## src/rtl/dmem_loader_pkg.sv

```systemverilog
// Shared definitions for the dmem preloader: FSM encoding, stream framing constants
// and the header range check.
package dmem_loader_pkg;

  typedef enum logic [2:0] {
    StIdle,
    StLen0,
    StLen1,
    StData,
    StCsum,
    StFlush,
    StDone,
    StErr
  } state_e;

  localparam int unsigned HDR_BYTES      = 2;
  localparam int unsigned BYTES_PER_WORD = 4;

  // Length must fit both the configured cap and the window above base (no address wrap).
  function automatic logic len_ok(input logic [15:0] n, input int unsigned base,
                                  input int unsigned max_words, input int unsigned addr_w);
    return (32'(n) <= max_words) && ((64'(base) + 64'(n)) <= (64'(1) << addr_w));
  endfunction

endpackage

```

## src/rtl/dmem_loader_if.sv

```systemverilog
// Valid/ready byte stream feeding the dmem preloader.
interface dmem_loader_if;
  logic       valid;
  logic [7:0] data;
  logic       ready;

  modport master (output valid, output data, input ready);
  modport slave  (input valid, input data, output ready);
endinterface

```

## src/rtl/dmem_loader_byte_packer.sv

```systemverilog
// Little-endian byte-to-word packer; word_valid is a combinational pulse on the 4th byte.
module dmem_loader_byte_packer (
  input  logic        clk,
  input  logic        rst,
  input  logic        clear,
  input  logic        in_valid,
  input  logic [7:0]  in_data,
  output logic        word_valid,
  output logic [31:0] word
);

  logic [1:0]  lane_q;
  logic [23:0] sr_q;

  assign word_valid = in_valid && (lane_q == 2'd3);
  assign word       = {in_data, sr_q};

  always_ff @(posedge clk) begin
    if (rst || clear) begin
      lane_q <= 2'd0;
      sr_q   <= 24'd0;
    end else if (in_valid) begin
      lane_q <= lane_q + 2'd1;
      sr_q   <= {in_data, sr_q[23:8]};
    end
  end

endmodule

```

## src/rtl/dmem_loader.sv

```systemverilog
// Byte-stream preloader for dmem; holds the core in reset until a clean load completes.
// Optional trailer checksum: define DMEM_LOADER_CHECKSUM_EN.
module dmem_loader
  import dmem_loader_pkg::*;
#(
  parameter int unsigned ADDR_W    = 10,
  parameter int unsigned BASE_ADDR = 0,
  parameter int unsigned MAX_WORDS = 1024
) (
  input  logic              clk,
  input  logic              rst,
  input  logic              start,
  dmem_loader_if.slave      s,
  output logic              mem_we,
  output logic [ADDR_W-1:0] mem_addr,
  output logic [31:0]       mem_wdata,
  output logic              core_rst,
  output logic              busy,
  output logic              done,
  output logic              error
);

  state_e      state_q, state_d;
  logic [7:0]  len_lo_q, len_lo_d;
  logic [15:0] nwords_q, nwords_d;
  logic [15:0] widx_q, widx_d;
  logic [7:0]  xor_q, xor_d;
  logic        flush_q, flush_d;

  logic        accept, start_ok, data_beat, word_valid;
  logic [31:0] word;
  logic [15:0] hdr_n;

  assign s.ready   = state_q inside {StLen0, StLen1, StData, StCsum};
  assign accept    = s.valid && s.ready;
  assign start_ok  = start && (state_q inside {StIdle, StDone, StErr});
  assign data_beat = accept && (state_q == StData);
  assign hdr_n     = {s.data, len_lo_q};

  dmem_loader_byte_packer u_packer (
    .clk        (clk),
    .rst        (rst),
    .clear      (start_ok),
    .in_valid   (data_beat),
    .in_data    (s.data),
    .word_valid (word_valid),
    .word       (word)
  );

  always_comb begin
    state_d  = state_q;
    len_lo_d = len_lo_q;
    nwords_d = nwords_q;
    widx_d   = widx_q;
    xor_d    = xor_q;
    flush_d  = flush_q;
    unique case (state_q)
      StIdle, StDone, StErr: begin
        if (start) begin
          state_d  = StLen0;
          nwords_d = 16'd0;
          widx_d   = 16'd0;
          xor_d    = 8'd0;
          flush_d  = 1'b0;
        end
      end
      StLen0: begin
        if (accept) begin
          len_lo_d = s.data;
          state_d  = StLen1;
        end
      end
      StLen1: begin
        if (accept) begin
          nwords_d = hdr_n;
          if (!len_ok(hdr_n, BASE_ADDR, MAX_WORDS, ADDR_W)) begin
            state_d = StErr;
          end else if (hdr_n == 16'd0) begin
`ifdef DMEM_LOADER_CHECKSUM_EN
            state_d = StCsum;
`else
            state_d = StDone;
`endif
          end else begin
            state_d = StData;
          end
        end
      end
      StData: begin
        if (accept) begin
          xor_d = xor_q ^ s.data;
          if (word_valid) begin
            widx_d = widx_q + 16'd1;
            if (widx_q + 16'd1 == nwords_q) begin
`ifdef DMEM_LOADER_CHECKSUM_EN
              state_d = StCsum;
`else
              state_d = StFlush;
`endif
            end
          end
        end
      end
      StCsum: begin
        if (accept) state_d = (s.data == xor_q) ? StFlush : StErr;
      end
      // Two cycles here so the core sees the final write settle before release.
      StFlush: begin
        flush_d = 1'b1;
        if (flush_q) state_d = StDone;
      end
      default: state_d = StIdle;
    endcase
  end

  always_ff @(posedge clk) begin
    if (rst) begin
      state_q   <= StIdle;
      len_lo_q  <= 8'd0;
      nwords_q  <= 16'd0;
      widx_q    <= 16'd0;
      xor_q     <= 8'd0;
      flush_q   <= 1'b0;
      mem_we    <= 1'b0;
      mem_addr  <= '0;
      mem_wdata <= 32'd0;
    end else begin
      state_q  <= state_d;
      len_lo_q <= len_lo_d;
      nwords_q <= nwords_d;
      widx_q   <= widx_d;
      xor_q    <= xor_d;
      flush_q  <= flush_d;
      mem_we   <= word_valid;
      if (word_valid) begin
        mem_addr  <= ADDR_W'(BASE_ADDR) + ADDR_W'(widx_q);
        mem_wdata <= word;
      end
    end
  end

  assign busy     = state_q inside {StLen0, StLen1, StData, StCsum, StFlush};
  assign done     = (state_q == StDone);
  assign error    = (state_q == StErr);
  assign core_rst = (state_q != StDone);

endmodule
```

## src/flat_wrapper.sv

```systemverilog
// flat-port wrapper written by rule: the top's interface ports become plain ports
module dmem_loader_flat import dmem_loader_pkg::*;
#(
  parameter int unsigned ADDR_W    = 10,
  parameter int unsigned BASE_ADDR = 0,
  parameter int unsigned MAX_WORDS = 1024
)
  (clk, rst, start, mem_we, mem_addr, mem_wdata, core_rst, busy, done, error, s_valid, s_data, s_ready);
  dmem_loader_if s_i ();
  input  logic clk;
  input  logic rst;
  input  logic start;
  output logic mem_we;
  output logic [ADDR_W-1:0] mem_addr;
  output logic [31:0] mem_wdata;
  output logic core_rst;
  output logic busy;
  output logic done;
  output logic error;
  input wire logic [$bits(s_i.valid)-1:0] s_valid;
  input wire logic [$bits(s_i.data)-1:0] s_data;
  output wire logic [$bits(s_i.ready)-1:0] s_ready;
  assign s_i.valid = s_valid;
  assign s_i.data = s_data;
  assign s_ready = s_i.ready;
  dmem_loader #(.ADDR_W(ADDR_W), .BASE_ADDR(BASE_ADDR), .MAX_WORDS(MAX_WORDS)) u_core (.clk(clk), .rst(rst), .start(start), .s(s_i), .mem_we(mem_we), .mem_addr(mem_addr), .mem_wdata(mem_wdata), .core_rst(core_rst), .busy(busy), .done(done), .error(error));
endmodule
```

## config.mk

```make
export PLATFORM = sky130hd
export DESIGN_NAME = dmem_loader_flat
export DESIGN_NICKNAME = d
export VERILOG_FILES = /design/src/rtl/dmem_loader_pkg.sv /design/src/rtl/dmem_loader_if.sv /design/src/rtl/dmem_loader_byte_packer.sv /design/src/rtl/dmem_loader.sv /design/src/flat_wrapper.sv
export SDC_FILE = /design/constraint.sdc
export NUM_CORES = 1
export LEC_CHECK = 0
export CORE_ASPECT_RATIO = 1.5
export CORE_MARGIN = 4
export CORE_UTILIZATION = 51
export DETAILED_ROUTE_END_ITERATION = 8
export PLACE_DENSITY_LB_ADDON = 0.05
export REMOVE_ABC_BUFFERS = 1
export SYNTH_ARGS = -nofsm -noshare
export SYNTH_HDL_FRONTEND = slang
export SYNTH_HIERARCHICAL = 1
export SYNTH_SLANG_ARGS = --single-unit
```

## constraint.sdc

```tcl
create_clock -name clk -period 3.22 [get_ports clk]
set_input_delay 0.966 -clock clk [delete_from_list [all_inputs] [get_ports clk]]
set_output_delay 0.966 -clock clk [all_outputs]
set_load 0.1 [all_outputs]
```

==> key figures <==
Logic synthesis
  – Post-synthesis async set-or-reset flop share: 0%
  – Mapped cell area: 5740 um^2
  – Post-synthesis mux area share: 14.5%
  – Yosys reg bits: 121
  – Synthesized netlist cell count: 636
  – Post-synth EDFFs: 0
  – Synth Area in Compound Gates: 11.1%
  – Synth warn: 6
  – Synth unique cells: 63
  – Post-Syn Area per Cell: 9.03 um^2
  – Post-Synth Simple-Gate Area: 21.3%
  – Sequential-to-total area share from yosys stat: 42.2%
  – Primary FF master, synth: dfxtp_1
  – Synth Area in XOR/XNOR: 4.42%
  – Adder-cell area share of the yosys netlist: 0.436%
  – Largest family of logic cells by synthesized area: simple AND/OR/NAND/NOR gates

Timing
  – Part of the cycle the worst path needs: 87.7%
  – RSZ-0062 raised after global routing: false
  – Hold WS: 0.478 ns
  – Max frequency: 354 MHz
  – Skew final: 0.00748 ns
  – Final slew viol count: 0
  – Final min period: 2.83 ns
  – Final hold viol count: 0
  – Setup Viol. Count Final: 0
  – Max_slew headroom: 34.2%
  – Worst slew pin tran: 0.986 ns

Global route
  – Number of global-route vias before repair: 4,591
  – Total Routing Usage GR: 22.8%
  – Largest net degree at the start of global routing: 73
  – First-pass GRT wire length: 23,100 um
  – GRT overflow: 0
  – Initial antenna violation count: 0

Routing
  – DRT iter0 DRCs: 226
  – Pre-antenna DRT Iters: 4
  – Wire length per cell: 16.9 um
  – DR vias/cell: 5.55
  – DRC: 0
  – Antenna viol nets, final: 0
  – Total wire length: 14,200 um
  – Vias: 4,681

Placed design
  – Post-detail-place hpwl: 10,000 um
  – Placed insts: 812
  – IO buf count: 59
  – Routability cong.: 0.930

Worst setup path
  – Bufs and invs on worst path: 1
  – Critical path required time: 3.51 ns
  – Slowest stage cell, crit path: o41ai_1
  – CP max FO: 2
  – Startpoint type of the worst setup path: input port
  – Crit path arrival time: 3.12 ns
  – Top delay family on crit path: compound AO/OA/AOI/OAI gates
  – Worst setup EP type: register
  – CP Cell Sequence: clkdlybuf4s50_1 -> nor4_1 -> nand3_1 -> o41ai_1 -> a2111oi_0 -> and4_2 -> a311o_1
  – Crit Path Class: input port to register
  – Slowest Stage Delay on Critical Path: 0.47 ns

Clocking
  – CTS H-Tree Depth: 4
  – Post-CTS Setup Bufs: 0
  – CTS tree: built
  – Clock latency on the worst-skew pair: 0.41 ns
  – Clk sinks: 121
  – Clock-pin slew on the worst setup and hold paths: 0.06 ns
  – Clk root buf: clkbuf_16
  – CTS Hold Bufs: 0
  – Clk buf depth: 2
  – Resize count post-CTS: 0
  – TritonCTS Buffers: 17

Finish
  – Non-Filler Instances: 844
  – Share of cells above drive strength 1: 18.7%
  – Count of nets after finishing: 698
  – ANT cells: 0
  – Core Util, Final: 62.5%
  – Area delta synth->final: 20.4%
  – FILL cells: 1,013

Power
  – Worst vdd rail ir drop: 0.507 mV
  – PD cells: 619 nW/um^2
  – Tot Pwr: 4.28 mW
  – Leakage: 2.53 nW

Floorplanning
  – Initial Utilization: 51.9%
  – Row Count: 47
  – Die area: 13,100 um^2
  – # IOs: 60
  – Die Width: 94.6 um
  – Core ar.: 11,100 um^2
  – Die Y: 138 um

Status
  – Outcome: complete, no violations

Flow run
  – MaxCap Viol Count: 0

Hold path
  – HP Class: register to register
-- synth_stat cells, types with 5 or more instances --
cell type	count	area, um^2
dfxtp_1	121	2420
nor2_1	106	398
mux2i_1	83	831
a21oi_1	41	205
nand2_1	35	131
clkbuf_1	27	101
nand3_1	23	115
o21ai_0	16	80.1
xnor2_1	15	131
xor2_1	14	123
buf_4	13	97.6
a22oi_1	9	67.6
nor2b_1	8	50.1
nand4_1	7	43.8
inv_1	6	22.5
nor4_1	6	37.5
a31oi_1	5	31.3
and3_1	5	31.3
buf_2	5	25.0
buf_6	5	56.3
nand2b_1	5	31.3
nand3b_1	5	37.5
-- cell usage in the layout (no fill, tap or decap), types with 4 or more instances in the layout --
master and n:
a211oi_1 4, a21oi_1 41, a22oi_1 9, a31oi_1 5
and3_1 5, buf_4 73, clkbuf_16 17, clkdlybuf4s50_1 10
dfxtp_1 121, inv_1 6, inv_6 5, mux2i_1 83
nand2_1 35, nand2b_1 5, nand3_1 23, nand3b_1 5
nand4_1 7, nor2_1 105, nor2b_1 8, nor3b_1 4
nor4_1 6, o21ai_0 16, o22ai_1 4, or3_1 4
xnor2_1 15, xor2_1 14
-- per-layer routing --
metal  up-vias  wire, um  track usage [%]
li1       2314         -                -
met1      2211      5810             26.5
met2       120      7370             39.2
met3        36       564             5.86
met4         0       495             10.5
met5         -         0                0
-- cell families after synthesis --
group / Yosys count
and+or+nand+nor: 238
buffers and inverters: 63
AOI/OAI and AO/OA: 100
muxes: 83
DFF: 121
adders and majority gates: 2
xor gates and xnor gates: 29
-- sequential cells by signal, summed over array words and instances, names as in the netlist --
name	cells
u_core/mem_wdata	32
u_core/u_packer/sr_q	24
u_core/nwords_q	16
u_core/widx_q	16
u_core/mem_addr	10
u_core/len_lo_q	8
u_core/xor_q	8
u_core/state_q	3
u_core/u_packer/lane_q	2
u_core/flush_q	1
u_core/mem_we	1
-- final timing paths --
check | startpoint | to | slack [ns] | cells past startpoint
max | s_data[0] | u_core/state_q[0] | 0.39 | 7
min | u_core/len_lo_q[3] | u_core/nwords_q[3] | 0.48 | 2
max reg2reg | u_core/widx_q[6] | u_core/state_q[0] | 0.62 | 6
min reg2reg | u_core/len_lo_q[3] | u_core/nwords_q[3] | 0.48 | 2
-- worst register-to-register path, cell delays in order (launching register included) --
cell,delay (ns)
dfxtp_1,0.65
nand3_4,0.26
nor4_4,0.48
o221ai_2,0.17
a2111oi_2,0.45
nand4_2,0.19
a311o_1,0.30
-- final cells by class --
cell class                      count  area, um^2  area share [%]
Clock inverter                     15         188            2.72
Timing Repair Buffer               86         693            10.0
Inverter                            6        22.5           0.326
Sequential cell                   121        2420            35.1
Tap cell                          147         184            2.66
Clock buffer                       17         425            6.16
Multi-Input combinational cell    452        2980            43.1
-- power breakdown --
| part | switching (mW) | internal [mW] | total (mW) |
|---|---|---|---|
| clock network | 0.726 | 1.23 | 1.96 |
| registers | 0.0410 | 1.54 | 1.58 |
| logic | 0.484 | 0.255 | 0.739 |
| total | 1.25 | 3.03 | 4.28 |
-- stage by stage --
stage	TNS [ns]	instance area, um^2	setup slack [ns]
5_1_grt	0	6910	0.194
4_1_cts	0	6910	0.453
2_1_floorplan	-121.96	5410	-2.52
3_5_place_dp	0	6300	0.0887
6_report	0	6910	0.395
3_3_place_gp	0	6300	0.0838
Power figures use the tool's default switching activity.
